--- src/rtl/uart_rx_bit_timer.sv ---
// uart_rx_bit_timer: frame-aware UART receive bit timer.
// Takes the start-edge pulse from the start-bit detector and a runtime baud
// divisor. Produces one sampling strobe at the midpoint of every start, data
// and stop bit, and flags false starts and framing errors.
// Optional build macro MAJORITY_VOTE_EN: when defined, each sampled bit is the
// majority of the line over the three cycles ending at the sample point.
// Otherwise each sampled bit is a single capture taken at the sample point.
module uart_rx_bit_timer #(
    parameter int DIV_WIDTH = 16,
    parameter int DATA_BITS = 8,
    parameter int MIN_DIV   = 4
) (
    input  logic                              clk,
    input  logic                              reset,
    input  logic [DIV_WIDTH-1:0]              clocks_per_bit,
    input  logic                              start_detected,
    input  logic                              rx_serial,
    output logic                              sampling_strobe,
    output logic [$clog2(DATA_BITS+2)-1:0]    bit_index,
    output logic                              sampled_bit,
    output logic                              busy,
    output logic                              frame_done,
    output logic                              start_error,
    output logic                              frame_error
);

    localparam int IDX_W = $clog2(DATA_BITS+2);
    localparam logic [DIV_WIDTH-1:0] MIN_DIV_W  = DIV_WIDTH'(MIN_DIV);
    localparam logic [IDX_W-1:0]     LAST_DATA  = IDX_W'(DATA_BITS);

    localparam logic [1:0] S_IDLE  = 2'd0;
    localparam logic [1:0] S_START = 2'd1;
    localparam logic [1:0] S_DATA  = 2'd2;
    localparam logic [1:0] S_STOP  = 2'd3;

    logic [1:0]           state;
    logic [DIV_WIDTH-1:0] div_reg;
    logic [DIV_WIDTH-1:0] counter;
    logic [DIV_WIDTH-1:0] term_count;
    logic [IDX_W-1:0]     next_index;
    logic                 line_sample;
    logic                 frame_ending;

`ifdef MAJORITY_VOTE_EN
    logic [1:0] rx_history;

    // Keep the two previous line values so the sample point can vote over three cycles.
    always_ff @(posedge clk) begin
        if (reset) begin
            rx_history <= 2'b11;
        end else begin
            rx_history <= {rx_history[0], rx_serial};
        end
    end

    // Majority of the line over the cycles counter==TC-2, TC-1 and TC.
    always_comb begin
        line_sample = (rx_history[1] & rx_history[0]) |
                      (rx_history[1] & rx_serial)     |
                      (rx_history[0] & rx_serial);
    end
`else
    // Single capture of the line at the sample point.
    always_comb begin
        line_sample = rx_serial;
    end
`endif

    // The start bit is sampled after half a bit; every later bit one full bit apart.
    always_comb begin
        if (state == S_START) begin
            term_count = (div_reg >> 1) - DIV_WIDTH'(1);
        end else begin
            term_count = div_reg - DIV_WIDTH'(1);
        end
    end

    // A strobe that ends the frame (false start or stop bit) returns to idle one cycle later.
    always_comb begin
        frame_ending = ((state == S_START) && start_error) ||
                       ((state == S_STOP)  && frame_done);
    end

    // Frame sequencing, bit counting and registered strobe/flag generation.
    always_ff @(posedge clk) begin
        if (reset) begin
            state           <= S_IDLE;
            counter         <= '0;
            div_reg         <= MIN_DIV_W;
            next_index      <= '0;
            sampling_strobe <= 1'b0;
            bit_index       <= '0;
            sampled_bit     <= 1'b0;
            busy            <= 1'b0;
            frame_done      <= 1'b0;
            start_error     <= 1'b0;
            frame_error     <= 1'b0;
        end else begin
            sampling_strobe <= 1'b0;
            frame_done      <= 1'b0;
            start_error     <= 1'b0;
            frame_error     <= 1'b0;

            case (state)
                S_IDLE: begin
                    counter <= '0;
                    if (start_detected) begin
                        div_reg    <= (clocks_per_bit < MIN_DIV_W) ? MIN_DIV_W : clocks_per_bit;
                        next_index <= '0;
                        busy       <= 1'b1;
                        state      <= S_START;
                    end
                end
                default: begin
                    if (frame_ending) begin
                        state   <= S_IDLE;
                        busy    <= 1'b0;
                        counter <= '0;
                    end else if (counter == term_count) begin
                        counter         <= '0;
                        sampling_strobe <= 1'b1;
                        sampled_bit     <= line_sample;
                        bit_index       <= next_index;
                        next_index      <= next_index + IDX_W'(1);
                        case (state)
                            S_START: begin
                                if (line_sample) begin
                                    start_error <= 1'b1;
                                end else begin
                                    state <= S_DATA;
                                end
                            end
                            S_DATA: begin
                                if (next_index == LAST_DATA) begin
                                    state <= S_STOP;
                                end
                            end
                            default: begin
                                frame_done  <= 1'b1;
                                frame_error <= ~line_sample;
                            end
                        endcase
                    end else begin
                        counter <= counter + DIV_WIDTH'(1);
                    end
                end
            endcase
        end
    end

endmodule
--- config.mk ---
export PLATFORM = sky130hd
export DESIGN_NAME = uart_rx_bit_timer
export DESIGN_NICKNAME = d
export VERILOG_FILES = /design/src/rtl/uart_rx_bit_timer.sv
export SDC_FILE = /design/constraint.sdc
export NUM_CORES = 1
export LEC_CHECK = 0
export CAP_MARGIN = 20
export CORE_ASPECT_RATIO = 0.5
export CORE_MARGIN = 5
export CORE_UTILIZATION = 40
export CTS_CLUSTER_DIAMETER = 100
export DETAILED_ROUTE_END_ITERATION = 8
export PLACE_DENSITY = 0.62
export SLEW_MARGIN = 10
export SYNTH_ARGS = -nofsm -noshare
export SYNTH_HDL_FRONTEND = slang
export SYNTH_SLANG_ARGS = --single-unit
export TNS_END_PERCENT = 5
--- constraint.sdc ---
create_clock -name clk -period 3.3 [get_ports clk]
set_input_delay 0.33 -clock clk [delete_from_list [all_inputs] [get_ports clk]]
set_output_delay 0.33 -clock clk [all_outputs]
set_load 0.02 [all_outputs]
==> results by group <==
Run status
  – Status: finished, final reports clean

Critical path
  – Req. time, crit path: 3.52 ns
  – Startpoint types: flop
  – Kind of critical path: reg -> reg
  – WP buf/inv: 1
  – Crit path cell chain: clkinv_4, ha_4, mux2i_2, ha_2, nor2b_4, and3_4, a31oi_1, nor4_1, nand4_1, or4_4, or3_4, a21oi_2
  – Worst EP arrival: 3.51 ns
  – Slowest stage delay, CP: 0.59 ns
  – Critical-path top delay cell: or4_4
  – Crit end category: flop
  – Crit path max fanout: 7
  – Worst path top cell family by delay: simple AND/OR/NAND/NOR gates

STA
  – Final WS setup: 0.0131 ns
  – RSZ-0062 raised after global routing: true
  – Slew headroom: 53.0%
  – Max Slew Vio Count: 0
  – Fmax: 304 MHz
  – Clk_skew: 0.00399 ns
  – Post-layout minimum cycle time: 3.29 ns
  – Final hold violation count: 0
  – Period utilization: 99.6%
  – Worst-Margin Slew: 0.703 ns
  – Final setup violation count: 0
  – Hold slack: 0.460 ns

Layout
  – Ant. Diodes: 0
  – Post-route insts no fill: 478
  – Final #Nets: 415
  – Register Area: 966 µm²
  – # fillers: 633
  – Synthesis-to-finish area growth: 24.5%
  – Layout cells sized above 1: 14.5%
  – Multi-input logic area: 0.00190 mm²
  – Util after Layout: 52.7%

Route
  – Vias: 2665
  – Antenna viol nets, final: 0
  – WL met1: 3810 µm
  – Initial DRC count: 180
  – DRC viols: 0
  – Routed wire length: 7860 µm
  – WL/cell: 16.4 µm
  – WL met2: 3560 µm
  – Via density: 5.58
  – WL met3: 400 µm
  – Highest metal layer with signal wires: met4
  – Drt pass-1 iters: 4

CTS
  – Clock latency on the worst-skew pair: 0.29 ns
  – Hold-fix buffers, CTS: 0
  – CTS max path bufs: 2
  – Clock slew at reported path FFs: 0.07 ns
  – CTS tree: yes
  – CTS sink count: 48
  – H-tree Lvls: 2
  – CTS buffer count: 5
  – Clk root buf: clkbuf_16

Global route
  – First-pass GRT wire length: 13000 µm
  – Pin count of the biggest net entering global routing: 24
  – Grt total ovfl: 0
  – GRT Total Usage: 17.6%
  – Vias in the first global route: 2666
  – Initial antenna violation count: 0

Logic synthesis
  – Top FF cell, synth: dfxtp_1
  – Yosys cell types: 50
  – Cell Area, Synth: 0.00291 mm²
  – Sequential cell area fraction in the yosys report: 33.1%
  – FF+latch count, synth: 48
  – Synth cell count leaders: dfxtp_1, nand2_1, nor2_1
  – Main area contributors after synthesis: dfxtp_1, xnor2_1, mux2i_1, ha_1, nand2_1
  – Synth top area share: 33.1%
  – Cell taking the most area after synthesis: dfxtp_1
  – FFs w/ async S/R, synth: 0%
  – Post-synthesis net count: 378
  – Synth warn: 0
  – Top-count cell post-synth: dfxtp_1
  – Synth Area per Inst: 8.35 µm²
  – Cells after synthesis: 348
  – Post-synth EDFFs: 0

Die
  – Die Area: 0.00917 mm²
  – Initial Util: 42.4%
  – Core area: 0.00686 mm²
  – Top-level I/O count: 30
  – Die width: 131 µm
  – Std-Cell Rows: 21
  – Die Height: 70.3 µm

Power
  – Lkg Pwr: 1.28 nW
  – PwrDens: 567 mW/mm²
  – Worst vdd ir: 0.227 mV

Placement
  – Dpl cells: 462
  – Routability Congestion: 0.878
  – Dpl hpwl: 5760 µm
  – Dpl ws: -0.0764 ns
  – Buffers on Ports: 29

Flow run
  – Maxcap violations: 0

Worst hold path
  – Hold WC Path Type: reg -> reg
cell type report:
class	count	area share, %
Sequential cell	48	26.7
Clock buffer	7	3.94
Tap cell	92	3.18
Timing Repair Buffer	49	12.5
Inverter	8	0.969
Multi-Input combinational cell	273	52.5
Clock inverter	1	0.208
metal layers:
metal	track usage [%]	vias up
met4	4.79	0
met3	4.34	8
met5	0	-
met2	27.5	58
li1	-	1333
met1	24.1	1266
final timing paths:
kind              endpoint  cells past startpoint    startpoint  slack [ns]
max          next_index[2]                     12      state[1]        0.01
min           bit_index[2]                      2  bit_index[2]        0.46
max reg2reg  next_index[2]                     12      state[1]        0.01
min reg2reg   bit_index[2]                      2  bit_index[2]        0.46
metrics by stage:
| step | power (mW) | instance area [µm²] | setup TNS, ns |
|---|---|---|---|
| 3_5_place_dp | 1.45 | 3330 | -0.204 |
| 5_1_grt | 2.17 | 3620 | -0.0700 |
| 4_1_cts | 1.99 | 3500 | 0 |
| 3_3_place_gp | 1.43 | 3330 | 0 |
| 2_1_floorplan | 1.27 | 2940 | 0 |
| 6_report | 2.05 | 3620 | 0 |
power by group:
group          total, mW  switching [mW]  internal (mW)
combinational      0.834           0.440          0.393
clock              0.528           0.226          0.302
sequential         0.689          0.0685          0.621
total               2.05           0.735           1.32
cells by family (layout without fill, tap and decap cells):
| kind of cell | Yosys count | after routing | synth area share, % |
|---|---|---|---|
| buffers and inverters | 27 | 65 | 4.48 |
| AOI/OAI and AO/OA | 60 | 60 | 14.0 |
| xor gates and xnor gates | 32 | 32 | 9.64 |
| and+or+nand+nor | 152 | 152 | 27.8 |
| muxes | 19 | 19 | 6.72 |
| adders and majority gates | 10 | 10 | 4.30 |
| DFF | 48 | 48 | 33.1 |
timing repair:
action,CTS,global route
pin swaps,3,10
resized for setup,2,14
setup buffers,1,7
setup endpoints to repair,4,26
worst register-to-register path: stages (launching register included):
cell and delay [ns]:
dfxtp_4 0.36, clkinv_4 0.06, ha_4 0.17, mux2i_2 0.25, ha_2 0.24, nor2b_4 0.17, and3_4 0.23, a31oi_1 0.10
nor4_1 0.30, nand4_1 0.24, or4_4 0.59, or3_4 0.39, a21oi_2 0.13
cells in the final DEF (no fill, tap or decap), drive strengths merged, types with 2 or more instances in the layout:
cell type and count:
and4 3, mux2i 15, dfxtp 48, nand3 18, or3 5, nor2b 8
xor2 13, nor4 12, inv 7, a31oi 2, nand2 32, ha 10
a22o 11, clkdlybuf4s50 29, nand4 6, or4 4, xnor2 19, a211oi 6
buf 20, and2 3, mux2 4, clkbuf 7, nand2b 5, nand4b 2
a21oi 22, nor2 31, nor3 8, o21ai 6, o311ai 2, and3 8
o2111ai 2, nor3b 3
No activity file was read; power rests on OpenSTA's default activity.
